**config.mk**
```make
export PLATFORM = sky130hd
export DESIGN_NAME = init_value_sequencer
export DESIGN_NICKNAME = d
export VERILOG_FILES = /design/src/rtl/init_value_sequencer.sv
export SDC_FILE = /design/constraint.sdc
export NUM_CORES = 1
export LEC_CHECK = 0
export ABC_AREA = 1
export BUFFER_PORTS_ARGS = -buffer_cell sky130_fd_sc_hd__clkbuf_2
export CELL_PAD_IN_SITES_DETAIL_PLACEMENT = 2
export CELL_PAD_IN_SITES_GLOBAL_PLACEMENT = 2
export CORE_UTILIZATION = 30
export CTS_CLUSTER_SIZE = 30
export DETAILED_ROUTE_END_ITERATION = 6
export PLACE_DENSITY_LB_ADDON = 0.1
export SLEW_MARGIN = 10
export SYNTH_ARGS = -nofsm -noshare
export SYNTH_HDL_FRONTEND = slang
export SYNTH_SLANG_ARGS = --single-unit
```
**constraint.sdc**
```tcl
create_clock -name clk -period 1.34 [get_ports clk]
set_input_delay 0.201 -clock clk [delete_from_list [all_inputs] [get_ports clk]]
set_output_delay 0.201 -clock clk [all_outputs]
set_load 0.01 [all_outputs]
```
**src/rtl/init_value_sequencer.sv**
```systemverilog
// Fills a register bank with BASE + i*STEP, then streams it round-robin; host can overwrite entries.
// Latency: init_done NUM_REGS cycles after reset/restart, first word one cycle later, then 1 word/cycle.
// Backpressure: out_data/out_idx hold while out_valid && !out_ready; restart discards any pending word.
module init_value_sequencer #(
  parameter int          NUM_REGS = 4,
  parameter logic [7:0]  BASE     = 8'h10,
  parameter logic [7:0]  STEP     = 8'h10,
  localparam int         AW       = $clog2(NUM_REGS)
) (
  input  logic          clk,
  input  logic          rst_n,
  input  logic          restart,
  input  logic          wr_en,
  input  logic [AW-1:0] wr_addr,
  input  logic [7:0]    wr_data,
  output logic          wr_err,
  output logic          init_done,
  output logic          out_valid,
  input  logic          out_ready,
  output logic [7:0]    out_data,
  output logic [AW-1:0] out_idx
);

  localparam int          LAST_I = NUM_REGS - 1;
  localparam logic [AW-1:0] LAST = LAST_I[AW-1:0];
  localparam logic [AW:0]   NUM_W = NUM_REGS[AW:0];

  typedef enum logic {LOAD, RUN} state_t;

  state_t        state;
  logic [AW-1:0] load_cnt;
  logic [AW-1:0] ptr;
  logic [7:0]    bank [NUM_REGS];

  logic          addr_ok;
  logic          fwd;
  logic          advance;
  logic [7:0]    fill_val;
  logic [AW-1:0] ptr_next;

  // Address range check, same-cycle write forwarding and the fill constant for the current slot.
  always_comb begin
    addr_ok  = ({1'b0, wr_addr} < NUM_W);
    fwd      = wr_en && (wr_addr == ptr);
    advance  = !out_valid || out_ready;
    fill_val = BASE + STEP * 8'(load_cnt);
    ptr_next = (ptr == LAST) ? '0 : ptr + 1'b1;
  end

  // Bank storage: fill writes during LOAD, host writes during RUN; restart blocks both.
  always_ff @(posedge clk or negedge rst_n) begin
    if (!rst_n) begin
      for (int i = 0; i < NUM_REGS; i++) bank[i] <= '0;
    end else if (!restart) begin
      if (state == LOAD) begin
        bank[load_cnt] <= fill_val;
      end else if (wr_en && addr_ok) begin
        bank[wr_addr] <= wr_data;
      end
    end
  end

  // Sequencer FSM with registered stream outputs and write-error pulse.
  always_ff @(posedge clk or negedge rst_n) begin
    if (!rst_n) begin
      state     <= LOAD;
      load_cnt  <= '0;
      ptr       <= '0;
      init_done <= 1'b0;
      out_valid <= 1'b0;
      out_data  <= '0;
      out_idx   <= '0;
      wr_err    <= 1'b0;
    end else begin
      wr_err <= 1'b0;
      if (restart) begin
        // Restart wins over everything: a same-cycle write is dropped silently.
        state     <= LOAD;
        load_cnt  <= '0;
        ptr       <= '0;
        init_done <= 1'b0;
        out_valid <= 1'b0;
      end else begin
        case (state)
          LOAD: begin
            wr_err   <= wr_en;
            load_cnt <= load_cnt + 1'b1;
            if (load_cnt == LAST) begin
              state     <= RUN;
              init_done <= 1'b1;
              ptr       <= '0;
              load_cnt  <= '0;
            end
          end
          RUN: begin
            wr_err <= wr_en && !addr_ok;
            if (advance) begin
              // The bank write lands this same edge, so forward it into the output register.
              out_data  <= fwd ? wr_data : bank[ptr];
              out_idx   <= ptr;
              out_valid <= 1'b1;
              ptr       <= ptr_next;
            end
          end
          default: state <= LOAD;
        endcase
      end
    end
  end

endmodule
```
==> summary.md, run 1 <==
| Metric | Value |
|---|---|
| Startpoint Class | `flop` |
| Post-Syn Area per Cell | `7.276 sq um` |
| Area share of the largest cell type after synthesis | `0.4466` |
| Initial antenna violation count | `0` |
| VDD IR-drop max | `0.0005927 V` |
| Synth area leaders | `dfrtp_1, nand2_1, nand3_1, ha_1, nor2_1` |
| Pre-CTS setup slack | `-135.7 ps` |
| CTS clk-pin slew, worst paths | `110 ps` |
| Worst path cell trace | `inv_4, buf_4, ha_1, inv_1, o21ai_2, nand3_1, nand2_1` |
| Die height | `~99 um` |
| Post-synth top area cell | `dfrtp_1` |
| Crit Path Max Fanout | `4` |
| Seq/Total Area, Yosys | `0.4466` |
| # H-tree levels | `2` |
| Number of diodes | `0` |
| Die width | `98.64 um` |
| Area Overhead vs Synth | `34.17%` |
| Worst hold margin | `222.0 ps` |
| Yosys warning count | `0` |
| Via/cell ratio | `5.046` |
| CTS buffer count | `5` |
| First-pass GRT wire length | `17,310 um` |
| Hold Path Class | `primary input to flop` |
| Drt drc | `0` |
| Path type of the worst setup path | `flop to flop` |
| Drt total wl | `11,200 um` |
| Post-DP HPWL | `7596 um` |
| Cell area after synthesis | `~2800 sq um` |
| Crit. Startpoint | `load_cnt[0]` |
| DRT Pass-1 Iters | `4` |
| Pwr dens | `1604 nW/um^2` |
| LEAKAGE | `1.955 nW` |
| Slew @ Worst Pin | `491.3 ps` |
| Worst Skew | `approximately 16 ps` |
| Vias | `2,846` |
| Worst r2r src | `load_cnt[0]` |
| CP max stage delay | `480 ps` |
| Slowest stage cell, crit path | `dfrtp_2` |
| Starting Density | `0.3151` |
| Max_cap viols | `0` |
| Placed insts | `544` |
| Final-stage net count | `478` |
| Unrepaired setup endpoints after global routing | `yes` |
| Cell Rows | `34` |
| Core region area | `8891 sq um` |
| Distinct cells, synth | `25` |
| Overall routing resource usage | `0.2347` |
| Post-DP Area | `3304 sq um` |
| Flop2flop setup slack | `-130 ps` |
| Gpl congestion | `0.7967` |
| Mapped Nets | `between 400 and 500` |
| #FFs+latches synth | `50` |
| Post-Layout Cell Count | `564` |
| Worst-case reg-to-reg path depth | `7` |
| Fin area | `3759 sq um` |
| Share of layout cells above drive strength 1 | `0.3399` |
| Final period util | `1.094` |
| Root buffer cell | `clkbuf_8` |
| FF-to-FF End | `bank[13]` |
| Final hold violation count | `0` |
| First DRT Iteration DRCs | `a little under 80` |
| Failing checks | `negative setup slack` |
| Most frequent cells in the layout | `nand2_1, dfrtp_1, nand3_1, buf_4, nand2_2` |
| Largest net degree at the start of global routing | `22` |
| Maximum buffer depth of the clock tree | `2` |
| Slew margin rel. | `0.6725` |
| CTS tree | `built` |
| Clock latency on the worst-skew pair | `330 ps` |
| DR WL/cell | `slightly below 20 um` |
| I/O pin total | `28` |
| Final Critical Period | `1466 ps` |
| Final worst slack | `-125.5 ps` |
| Commonest non-fill, non-tap cell in the layout | `nand2_1` |
| Final ANT Viol Nets | `0` |
| Worst Setup End Kind | `flop` |
| Vias in the first global route | `3,185` |
| Synthesized instance count | `385` |
| Worst EP required | `1590 ps` |
| Setup violators final | `32` |
| Max Freq | `0.6824 GHz` |
| Pwr Total | `6.030 mW` |
| Status | `finished with violations` |
| Worst path arrival time | `1720 ps` |
| Area of the die | `9729 sq um` |
| Final Max Tran Viols | `0` |
| Global route overflow | `0` |
| CTS Sinks | `50` |
| IO buf count | `27` |
| Worst Setup EP | `bank[13]` |
## Yosys cell counts
master / instances
nand2_1: 172
dfrtp_1: 50
nand3_1: 36
nor2_1: 24
inv_1: 23
a21oi_1: 13
o21ai_0: 10
o22ai_1: 9
ha_1: 8
inv_2: 7
nand2_2: 5
buf_2: 4
o21ai_1: 4
buf_6: 3
nor2_2: 3
o21ai_2: 3
buf_4: 2
nor2_4: 2
a21oi_4: 1
buf_1: 1
clkinv_1: 1
inv_4: 1
nand3_2: 1
nand4_1: 1
o21ai_4: 1
## per-stage QoR
stage	TNS, ps	utilization
floorplan	0	-
global placement	-1246	0.3717
detailed placement	-2437	0.3717
CTS	-87.58	0.4077
global route	-3100	0.4227
finish	-1178	0.4227
## what timing repair did
| action | 4_1_cts | 5_1_grt |
|---|---|---|
| hold buffers | 1 | 0 |
| pin swaps | 14 | 11 |
| setup buffers | 8 | 3 |
| endpoints found under the setup margin | 42 | 43 |
| gates resized for setup | 40 | 38 |
| hold endpoints to repair | 12 | 0 |
## critical path, delay by kind of cell, from the launching register on
family / cells / cell delay [ps]
adders and majority gates: 1 / 180
buffers and inverters: 3 / 330
and+or+nand+nor: 2 / 260
AOI/OAI and AO/OA: 1 / 130
DFF: 1 / 480
## cell type report
type / count / area [sq um]
repair buffers: 73 / 570.5
clock buffers: 8 / 110.1
fillers: 1035 / 5132
flip-flops and latches: 50 / 1255
multi-input cells: 293 / 1553
well taps: 108 / 135.1
inverters: 32 / 135.1
## where the power goes
part           total [mW]  switching [mW]  internal (mW)
Sequential           2.18           0.274           1.91
Combinational        2.75            1.64           1.11
Clock                1.10           0.574          0.524
Total                6.03            2.48           3.55
## cells by family after synthesis
group           Yosys count  share of synthesized area
simple gates            244                     0.3586
fa+ha+maj                 8                    0.03573
compound gates           41                    0.08933
flops                    50                     0.4466
buf+inv                  42                    0.06967
## flip-flops by register name, indices dropped and copies added (netlist names)
signal     cells
bank          32
out_data       8
load_cnt       2
out_idx        2
ptr            2
init_done      1
out_valid      1
state          1
wr_err         1
## how the worst min path moves through the flow
stage | startpoint | end | slack (ps) | cells after the start
finish | restart | init_done | 220 | 3
global route | restart | init_done | 230 | 3
CTS | restart | init_done | 230 | 3
detailed placement | rst_n | bank[26] | 190 | 1
global placement | rst_n | bank[26] | 180 | 1
floorplan | rst_n | bank[0] | -90 | 0
## layer usage
layer / wire (um) / GRT usage / vias to the layer above
met2: 6186 / 0.4377 / 29
met5: 0 / 0 / -
met4: 209 / 0.07463 / 0
met3: 160 / 0.02979 / 15
met1: 4640 / 0.2791 / 1448
li1: - / - / 1354
(Power assumes the default switching activity.)
==> run 2: changes to the inputs <==
- ABC_AREA: 1 -> unset
- CORE_UTILIZATION: 30 -> 34
==> summary.md, run 2 <==
| Metric | Value |
|---|---|
| Maximum buffer depth of the clock tree | `2` |
| Initial antenna violation count | `0` |
| Worst EP required | `1530 ps` |
| Clock latency on the worst-skew pair | `about 300 ps` |
| Post-synth top area cell | `dfrtp_1` |
| Cell area after synthesis | `2549 sq um` |
| CTS tree | `built` |
| LEAKAGE | `between 1.5 and 2 nW` |
| Post-Syn Area per Cell | `10.75 sq um` |
| I/O pin total | `28` |
| Worst Path Buf+Inv | `1` |
| IO buf count | `27` |
| Setup violators final | `38` |
| Distinct cells, synth | `33` |
| DRT Pass-1 Iters | `4` |
| Final period util | `1.091` |
| Top reg by flops | `bank` |
| DR WL/cell | `19.59 um` |
| Final Critical Period | `1462 ps` |
| Path type of the worst setup path | `flop to flop` |
| Final worst slack | `-122.5 ps` |
| Final hold violation count | `0` |
| Starting Density | `0.3514` |
| First DRT Iteration DRCs | `slightly above 80` |
| Unrepaired setup endpoints after global routing | `yes` |
| Number of diodes | `0` |
| FF+latch area | `1256 sq um` |
| Yosys warning count | `0` |
| Commonest non-fill, non-tap cell in the layout | `dfrtp_1` |
| Root buffer cell | `clkbuf_8` |
| Failing checks | `negative setup slack` |
| Drt drc | `0` |
| Final core utilization | `0.4834` |
| Final-stage net count | `between 300 and 400` |
| Slowest stage cell, crit path | `mux4_2` |
| CP max stage delay | `490 ps` |
| Family with the most delay on the worst path | `multiplexers` |
| Core region area | `7253 sq um` |
| Area of the die | `7846 sq um` |
| Crit Path Max Fanout | `5` |
| Seq/Total Area, Yosys | `0.4909` |
| Post-DP Area | `just over 3000 sq um` |
| Most frequent cells in the layout | `dfrtp_1, clkbuf_2, buf_4, o21ai_1, nand2_1` |
| Die height | `just under 90 um` |
| TNS Setup | `-2344 ps` |
| Synth area leaders | `dfrtp_1, nand2_1, o21ai_0, mux4_2, ha_1` |
| Flop2flop setup slack | `-120 ps` |
| Vias in the first global route | `roughly 2,200` |
| First-pass GRT wire length | `11,500 um` |
| CTS clk-pin slew, worst paths | `roughly 90 ps` |
| Via/cell ratio | `approximately 5` |
| CTS buffer count | `5` |
| Final Max Tran Viols | `0` |
| Vias | `around 2,000` |
| Slew margin rel. | `0.7999` |
| Worst Skew | `2.531 ps` |
| Max_cap viols | `0` |
| Hold Path Class | `primary input to flop` |
| Global route overflow | `0` |
| #FFs+latches synth | `50` |
| Top FF cell, synth | `dfrtp_1` |
| Pwr Total | `~5.0 mW` |
| Cell Rows | `31` |
| Fin area | `~3500 sq um` |
| Placed insts | `about 380` |
| Die width | `88.58 um` |
| Top Registers | `bank x32, out_data x8` |
| Area of the multi-input gates | `about 1400 sq um` |
| Fillers | `around 800` |
| Pre-CTS setup slack | `-227.4 ps` |
| Async SR Flop Fraction | `1.000` |
| Worst path arrival time | `1660 ps` |
| Worst path cell trace | `buf_8, mux4_2, mux2i_1, a21oi_1` |
| Largest net degree at the start of global routing | `51` |
| Most common cell in the netlist | `dfrtp_1` |
| Final ANT Viol Nets | `0` |
| Worst Setup End Kind | `flop` |
| Area Overhead vs Synth | `37.56%` |
| Drt total wl | `7795 um` |
| Startpoint Class | `flop` |
| Gpl congestion | `0.7143` |
| Post-synth EDFFs | `0` |
| Slew @ Worst Pin | `298.0 ps` |
| Area share of the largest cell type after synthesis | `0.4909` |
| Max reg flops | `32` |
| Synthesized instance count | `~240` |
| Mapped Nets | `260` |
| Top cells by count, synth | `dfrtp_1, nand2_1, o21ai_0` |
| Overall routing resource usage | `0.2008` |
| CTS Sinks | `50` |
| Max Freq | `0.6838 GHz` |
| Status | `finished with violations` |
| Post-Layout Cell Count | `398` |
| # H-tree levels | `2` |
| Post-DP HPWL | `between 5000 and 6000 um` |
| Pwr dens | `between 1000 and 1500 nW/um^2` |
| Worst hold margin | `about 190 ps` |
| Share of layout cells above drive strength 1 | `0.4515` |
| VDD IR-drop max | `0.0006600 V` |
==> run 2: final cells by class <==
cell class / instances / share of cell area
clock inverters: 2 / 0.003926
inverters: 3 / 0.004640
clock buffers: 6 / 0.02070
flip-flops and latches: 50 / 0.3583
multi-input cells: 170 / 0.4097
well taps: 99 / 0.03533
repair buffers: 68 / 0.1674
==> run 2: tightest hold or removal path: cells and delay by family <==
| kind | cells | cell delay (ps) |
|---|---|---|
| buffers and inverters | 1 | 90 |
| AOI/OAI and AO/OA | 1 | 110 |
| muxes | 1 | 60 |
==> run 2: what timing repair did <==
item | CTS | global route
endpoints found under the setup margin | 44 | 43
hold buffers | 1 | 0
pin swaps | 4 | 23
hold endpoints to repair | 50 | 0
setup buffers | 6 | 2
cloned | 0 | 2
gates resized for setup | 37 | 54
==> run 2: cell families (layout without fill, tap and decap cells) <==
logic type,after synthesis,count (layout),synth area share
adder cells (fa/ha/maj),8,8,0.03928
XOR/XNOR,3,3,0.01768
AO/OA/AOI/OAI,62,62,0.1438
multiplexers,18,18,0.1154
AND/OR/NAND/NOR,79,79,0.1512
flip-flops,50,50,0.4909
buffers and inverters,17,79,0.04173
==> run 2: routing by layer <==
layer  track usage  up-vias  routed length [um]
li1              -      958                   -
met1        0.2601     1064                3530
met2        0.3538       22                4045
met3       0.03451        5                 154
met4       0.03959        0                  64
met5             0        -                   0
==> run 2: where the power goes <==
group | total, mW | switching [mW] | internal [mW]
logic | 1.98 | 0.973 | 1.01
clock network | 0.893 | 0.523 | 0.370
registers | 2.16 | 0.298 | 1.86
==> run 2: final timing paths <==
check | to | depth (start not counted) | from
min in group asynchronous | bank[9] | 3 | rst_n
max in group asynchronous | load_cnt[0] | 3 | rst_n
hold reg to reg | bank[3] | 2 | bank[3]
setup reg to reg | out_data[6] | 4 | ptr[0]
hold / removal | out_data[7] | 3 | wr_data[7]
setup / recovery | out_data[6] | 4 | ptr[0]
